<file path="config.mk">
export PLATFORM = sky130hd
export DESIGN_NAME = piso_tx
export DESIGN_NICKNAME = d
export VERILOG_FILES = /design/src/rtl/piso_tx_pkg.sv /design/src/rtl/piso_tx_bit_cnt.sv /design/src/rtl/piso_tx.sv
export SDC_FILE = /design/constraint.sdc
export NUM_CORES = 1
export LEC_CHECK = 0
export CAP_MARGIN = 30
export CORE_AREA = 3 3 40 42
export CTS_BUF_LIST = sky130_fd_sc_hd__clkbuf_2 sky130_fd_sc_hd__clkbuf_4 sky130_fd_sc_hd__clkbuf_8
export DETAILED_ROUTE_END_ITERATION = 10
export DIE_AREA = 0 0 43 45
export SYNTH_ARGS = -nofsm -noshare
export SYNTH_HDL_FRONTEND = slang
export SYNTH_SLANG_ARGS = --single-unit
</file>
<file path="constraint.sdc">
create_clock -name CLK -period 1.9 [get_ports CLK]
set_clock_uncertainty 0.05 [all_clocks]
set_input_delay 0.57 -clock CLK [delete_from_list [all_inputs] [get_ports CLK]]
set_output_delay 0.57 -clock CLK [all_outputs]
set_load 0.02 [all_outputs]
</file>
<file path="src/rtl/piso_tx_pkg.sv">
// Shared definitions for the serial transmitter and its capture-side counterpart:
// FSM state encodings and the default word width.
package piso_tx_pkg;

  localparam int PISO_WIDTH_DEF = 4;

  typedef enum logic {
    ST_IDLE  = 1'b0,
    ST_SHIFT = 1'b1
  } piso_state_e;

endpackage

</file>
<file path="src/rtl/piso_tx_bit_cnt.sv">
// Bit-position counter for one frame; saturates at WIDTH-1 rather than wrapping.
// Terminal-count flag is combinational from the count register.
module piso_bit_cnt #(
  parameter int WIDTH = 4
) (
  input  logic CLK,
  input  logic CLR,
  input  logic clear,
  input  logic enable,
  output logic o_tc
);

  localparam int CW = (WIDTH > 2) ? $clog2(WIDTH) : 1;
  localparam logic [CW-1:0] TC_VAL = CW'(WIDTH - 1);

  logic [CW-1:0] r_cnt;

  always_ff @(posedge CLK or negedge CLR) begin
    if (!CLR) begin
      r_cnt <= '0;
    end else if (clear) begin
      r_cnt <= '0;
    end else if (enable && (r_cnt != TC_VAL)) begin
      r_cnt <= r_cnt + 1'b1;
    end
  end

  assign o_tc = (r_cnt == TC_VAL);

endmodule

</file>
<file path="src/rtl/piso_tx.sv">
// Parallel-in serial-out transmitter: one WIDTH-bit word per frame, one bit per CLK,
// first bit the cycle after accept, back-to-back frames with no gap.
module piso_tx
  import piso_tx_pkg::*;
#(
  parameter int WIDTH     = PISO_WIDTH_DEF,
  parameter bit LSB_FIRST = 1'b0
) (
  input  logic             CLK,
  input  logic             CLR,
  input  logic [WIDTH-1:0] DIN,
  input  logic             LOAD,
  output logic             READY,
  output logic             DOUT,
  output logic             DVALID,
  output logic             LAST,
  output logic             DONE
);

  piso_state_e      r_state;
  piso_state_e      w_state_nxt;
  logic [WIDTH-1:0] r_shreg;
  logic             r_done;
  logic             w_tc;
  logic             w_last;
  logic             w_accept;
  logic             w_shifting;

  assign w_shifting = (r_state == ST_SHIFT);
  assign w_last     = w_shifting && w_tc;
  // READY looks only at state/counter so the source may gate LOAD on it freely.
  assign READY      = !w_shifting || w_tc;
  assign w_accept   = LOAD && READY;

  piso_bit_cnt #(
    .WIDTH (WIDTH)
  ) u_bit_cnt (
    .CLK    (CLK),
    .CLR    (CLR),
    .clear  (w_accept || w_last),
    .enable (w_shifting),
    .o_tc   (w_tc)
  );

  always_ff @(posedge CLK or negedge CLR) begin
    if (!CLR) begin
      r_state <= ST_IDLE;
    end else begin
      r_state <= w_state_nxt;
    end
  end

  always_comb begin
    w_state_nxt = r_state;
    case (r_state)
      ST_IDLE:  if (w_accept) w_state_nxt = ST_SHIFT;
      ST_SHIFT: if (w_last && !w_accept) w_state_nxt = ST_IDLE;
      default:  w_state_nxt = ST_IDLE;
    endcase
  end

  always_ff @(posedge CLK or negedge CLR) begin
    if (!CLR) begin
      r_shreg <= '0;
    end else if (w_accept) begin
      r_shreg <= DIN;
    end else if (w_shifting) begin
      if (LSB_FIRST) begin
        r_shreg <= {1'b0, r_shreg[WIDTH-1:1]};
      end else begin
        r_shreg <= {r_shreg[WIDTH-2:0], 1'b0};
      end
    end
  end

  always_ff @(posedge CLK or negedge CLR) begin
    if (!CLR) begin
      r_done <= 1'b0;
    end else begin
      r_done <= w_last;
    end
  end

  assign DVALID = w_shifting;
  assign DOUT   = w_shifting && (LSB_FIRST ? r_shreg[0] : r_shreg[WIDTH-1]);
  assign LAST   = w_last;
  assign DONE   = r_done;

endmodule

</file>
# Word-level counts from Yosys, hierarchy flattened
# Index checks and enable logic that the tools add are counted.
# Widths: inputs -> output; s select.
[word_totals]
register_bits = 8
output_inout_bits = 5
elab_cells = 26
[classes]
add_sub_neg = 1
eq_ne = 2
muxes = 7
bitwise_logic = 1
n_reduce_logical = 11
[ops]
columns = ["cell", "count"]
rows = [
  ["$mux 4", 2],
  ["$logic_and 1x1->1", 5],
  ["$mux 2", 2],
  ["$reduce_bool 2->1", 2],
  ["$add 2x1->2 const B", 1],
  ["$eq 2x2->1 const B", 1],
  ["$logic_not 1->1", 2],
  ["$logic_or 1x1->1", 2],
  ["$mux 1", 2],
  ["$ne 2x2->1 const B", 1],
  ["$pmux 1 s2", 1],
  ["$not 1->1", 1],
]

# Logic depth before layout (Yosys ltp)
# Gate-level depths: netlist (run 1).
[depth]
word_depth = 7
depth_mapped = 4
depth_no_buf = 4

# Cells and area by module
# A second synthesis (run 1) with hierarchy kept.
[unflattened]
cells_unflattened = 39
area_unflattened_um2 = 441.7
[by_module_without_submodules]
columns = ["module", "n_inst", "cells_per_inst", "area_each_um2"]
rows = [
  ["piso_tx", 1, 29, 317.8],
  ["piso_bit_cnt", 1, 10, 123.9],
]

# Least setup slack after synthesis (run 1)
# No wires, ideal clock.
[synth_timing]
path_kind = "register to output"
start = "reg r_state, in the netlist DVALID"
end = "out LAST"
arrival_time_ns = 0.908
required_ns = 1.280
setup_slack_ns = 0.372
path_stages_with_launch = 3
n_path_buf = 1
cell_sequence = "dfrtp_1 -> buf_6 -> and2_1"
[synth_between]
elab_chain_cells = 1
[synth_rtl]
columns = ["element", "line", "text"]
rows = [
  ["from (decl)", "piso_tx.sv:20", "piso_state_e r_state;"],
  ["from (signal assigned)", "piso_tx.sv:49", "r_state <= w_state_nxt;"],
  ["$logic_and 1x1->1", "piso_tx.sv:30", "assign w_last = w_shifting && w_tc;"],
  ["to (decl)", "piso_tx.sv:16", "output logic LAST,"],
]
# No other way between the ends.

# Worst setup path in the final report (run 1)
[layout_timing]
start = "reg r_done, in the netlist DONE"
end = "out DONE"
[layout_rtl]
columns = ["element", "line", "text"]
rows = [
  ["from (decl)", "piso_tx.sv:23", "logic r_done;"],
  ["from (signal assigned)", "piso_tx.sv:80", "r_done <= w_last;"],
  ["to (decl)", "piso_tx.sv:17", "output logic DONE"],
]
# No word-level cell between the ends.

==> results of run 1 <==
-- report_power, final --
group / leakage [nW] / switching, mW / internal [mW] / total [mW]
clock: 0.0138 / 0.0599 / 0.0724 / 0.132
sequential: 0.100 / 0.0399 / 0.239 / 0.279
combinational: 0.155 / 0.184 / 0.195 / 0.379
-- how the worst max path moves through the flow --
stage                      end  slack, ps
after floorplan           LAST        370
after global placement    LAST         10
after detailed placement  LAST          1
after CTS                 LAST          7
after global routing      LAST         50
final                     DONE        110
-- placed cells by master (no fill, tap or decap) --
cell type / count
clkdlybuf4s50_1: 7
dfrtp_2: 1
inv_1: 1
dfrtp_1: 7
clkbuf_4: 3
and2_1: 2
o22ai_1: 1
o21ai_0: 1
and3_2: 1
buf_4: 6
nand2b_4: 1
nor2_1: 1
ha_1: 1
buf_2: 2
nand2_1: 2
nand2b_1: 2
and3_1: 2
mux2i_1: 3
a32o_1: 1
a31oi_1: 3
dlygate4sd2_1: 2
o21ai_1: 3
-- routing by layer --
metal,track usage,vias to the layer above,routed length [um]
met5,0,-,0
met4,0.0904,0,17
met3,0.0239,2,52
met2,0.138,10,339
met1,0.112,153,342
li1,-,164,-
-- kinds of logic after synthesis --
family / share of synthesized area
AO/OA/AOI/OAI: 0.140
flip-flops: 0.508
adder cells (fa/ha/maj): 0.0317
buffers and inverters: 0.0667
multiplexers: 0.0762
AND/OR/NAND/NOR: 0.178
-- synthesized netlist by cell type --
library cell  number
dfrtp_1            8
a31oi_1            3
mux2i_1            3
o21ai_1            3
and2_1             2
and3_1             2
buf_6              2
nand2_1            2
nand2b_1           2
a32o_1             1
and3_2             1
ha_1               1
inv_1              1
nand2b_4           1
nor2_1             1
o21ai_0            1
o22ai_1            1
-- registers in the layout, indices dropped and copies added (netlist names) --
signal,cells
DONE,1
DVALID,1
r_shreg,4
u_bit_cnt.r_cnt,2
-- area by class of cell --
type,count,area (um2)
sequential,8,201
fill,135,728
inverter,1,3.75
tap,15,18.8
timing repair buffer,17,143
clock buffer,3,22.5
multi-input combinational,24,168
-- per-stage QoR --
step,worst slack (ps),hold WS (ps),util,instance area (um2),cells
floorplan,372,224,-,394,35
global placement,13.4,429,0.425,546,65
detailed placement,1.07,436,0.425,546,65
CTS,7.37,448,0.443,569,68
global route,51.5,475,0.433,557,68
finish,110,443,0.433,557,68
-- timing repair --
item	in CTS	in global routing
setup endpoints to repair	4	2
gates resized for setup	9	2
gates cloned	0	0
==> flow_summary.ini, run 1 <==
[routing]
drt_iter0_markers = 1
wirelength_um = 752
ant_nets = 0
wl_per_cell_um = 11.1
drc = 0
firstDrtPassIters = 2
via_count = 329
via_per_inst = 4.84

[run]
maxCapViolations = 0

[setup_path]
worstPathRequired_ps = 1280
critPathTopFamily = buffers and inverters
cp-end-kind = output pin
crit_cells = 1
path_buf_inv = 1
worstSetupStartpointType = register
timing.rr.start = u_bit_cnt.r_cnt[0]
slowest_delay_ps = 600
r2r_cells = 4
r2r-end = r_shreg[0]
path_cells = clkdlybuf4s50_1
worstSetupPathType = register to output pin
crit_start = DONE
ff2ff_setup_slack_ps = 620
path_max_fanout = 1
critPathSlowestCell = clkdlybuf4s50_1
worst_ep_arrival_time_ps = 1170

[logic_synthesis]
synth_fp_nets = 43
yosysUniqueCellTypes = 17
yosysTopAreaCell = dfrtp_1
synthTopCellsByArea = dfrtp_1 51%, mux2i_1 7.6%, buf_6 5.7%
netlist_area_um2 = 394
ys_warn_count = 0
syn_area_per_cell_um2 = 11.3
synth_top_area_share = 0.508
synth_cells = 35
yosysSeqAreaShare = 0.508
ys_ff_latch = 8

[timing]
setup_viol = 0
fin_setup_tns_ps = 0
finalMaxSlewViolations = 0
relSlewSlack = 0.748
period_minus_slack_ps = 1790
hold_viol = 0
worst_slew_pin_slew_ps = 377
timing.final.crit_share = 0.942
fmax_mhz = 559
rsz0062_at_grt = false

[power]
powerDensity_mw_per_mm2 = 1420
p_leak_nw = 0.269
power_mw = 0.790
vdd_drop_max_v = 0.000561

[floorplan]
start_util = 0.307
die_x_um = 43
top_level_ports = 12
coreArea_mm2 = 0.00128
fp.dieH_um = 45
die-area_mm2 = 0.00194
placementRows = 13

[status]
status = completed

[final_layout]
area_growth_syn_to_layout_pct = 41.3
nets = 63
n_antenna_cell = 0
drive_above_1_share = 0.264

[clocking]
htree_levels = 1
cts.path.max_buffers = 2
cts_tree = done
clk_latency_ps = 250
path_clk_slew_ps = 50
cts_root_buf = clkbuf_4
clock_sinks = 8
ctsHoldBuffers = 0
post-cts-setup-buffers = 0
cts_buffers = 3

[placement]
port-buffer-count = 11
gp_congestion = 0.785

[grt]
grtUsageTotal = 0.0942
grt_overflow = 0
grt_pass1_vias = 317
grt_pass1_wl_mm = 1.28
grt_max_degree = 12
antenna_found_initial = 0

[hold_path]
hold_path_end = u_bit_cnt.r_cnt[1]
hp-start = u_bit_cnt.r_cnt[1]
hold_path_depth = 2
hp-class = register to register
Note: power is estimated with default switching activity, not from simulation.
==> inputs of run 2 (changes only) <==
--- a/config.mk
+++ b/config.mk
@@ -8,6 +8,7 @@
 export CAP_MARGIN = 30
 export CORE_AREA = 3 3 40 42
 export CTS_BUF_LIST = sky130_fd_sc_hd__clkbuf_2 sky130_fd_sc_hd__clkbuf_4 sky130_fd_sc_hd__clkbuf_8
+export CTS_CLUSTER_DIAMETER = 150
 export DETAILED_ROUTE_END_ITERATION = 10
 export DIE_AREA = 0 0 43 45
 export SYNTH_ARGS = -nofsm -noshare
==> results of run 2 <==
No change in the layout: final DEF, timing and power equal those of run 1.
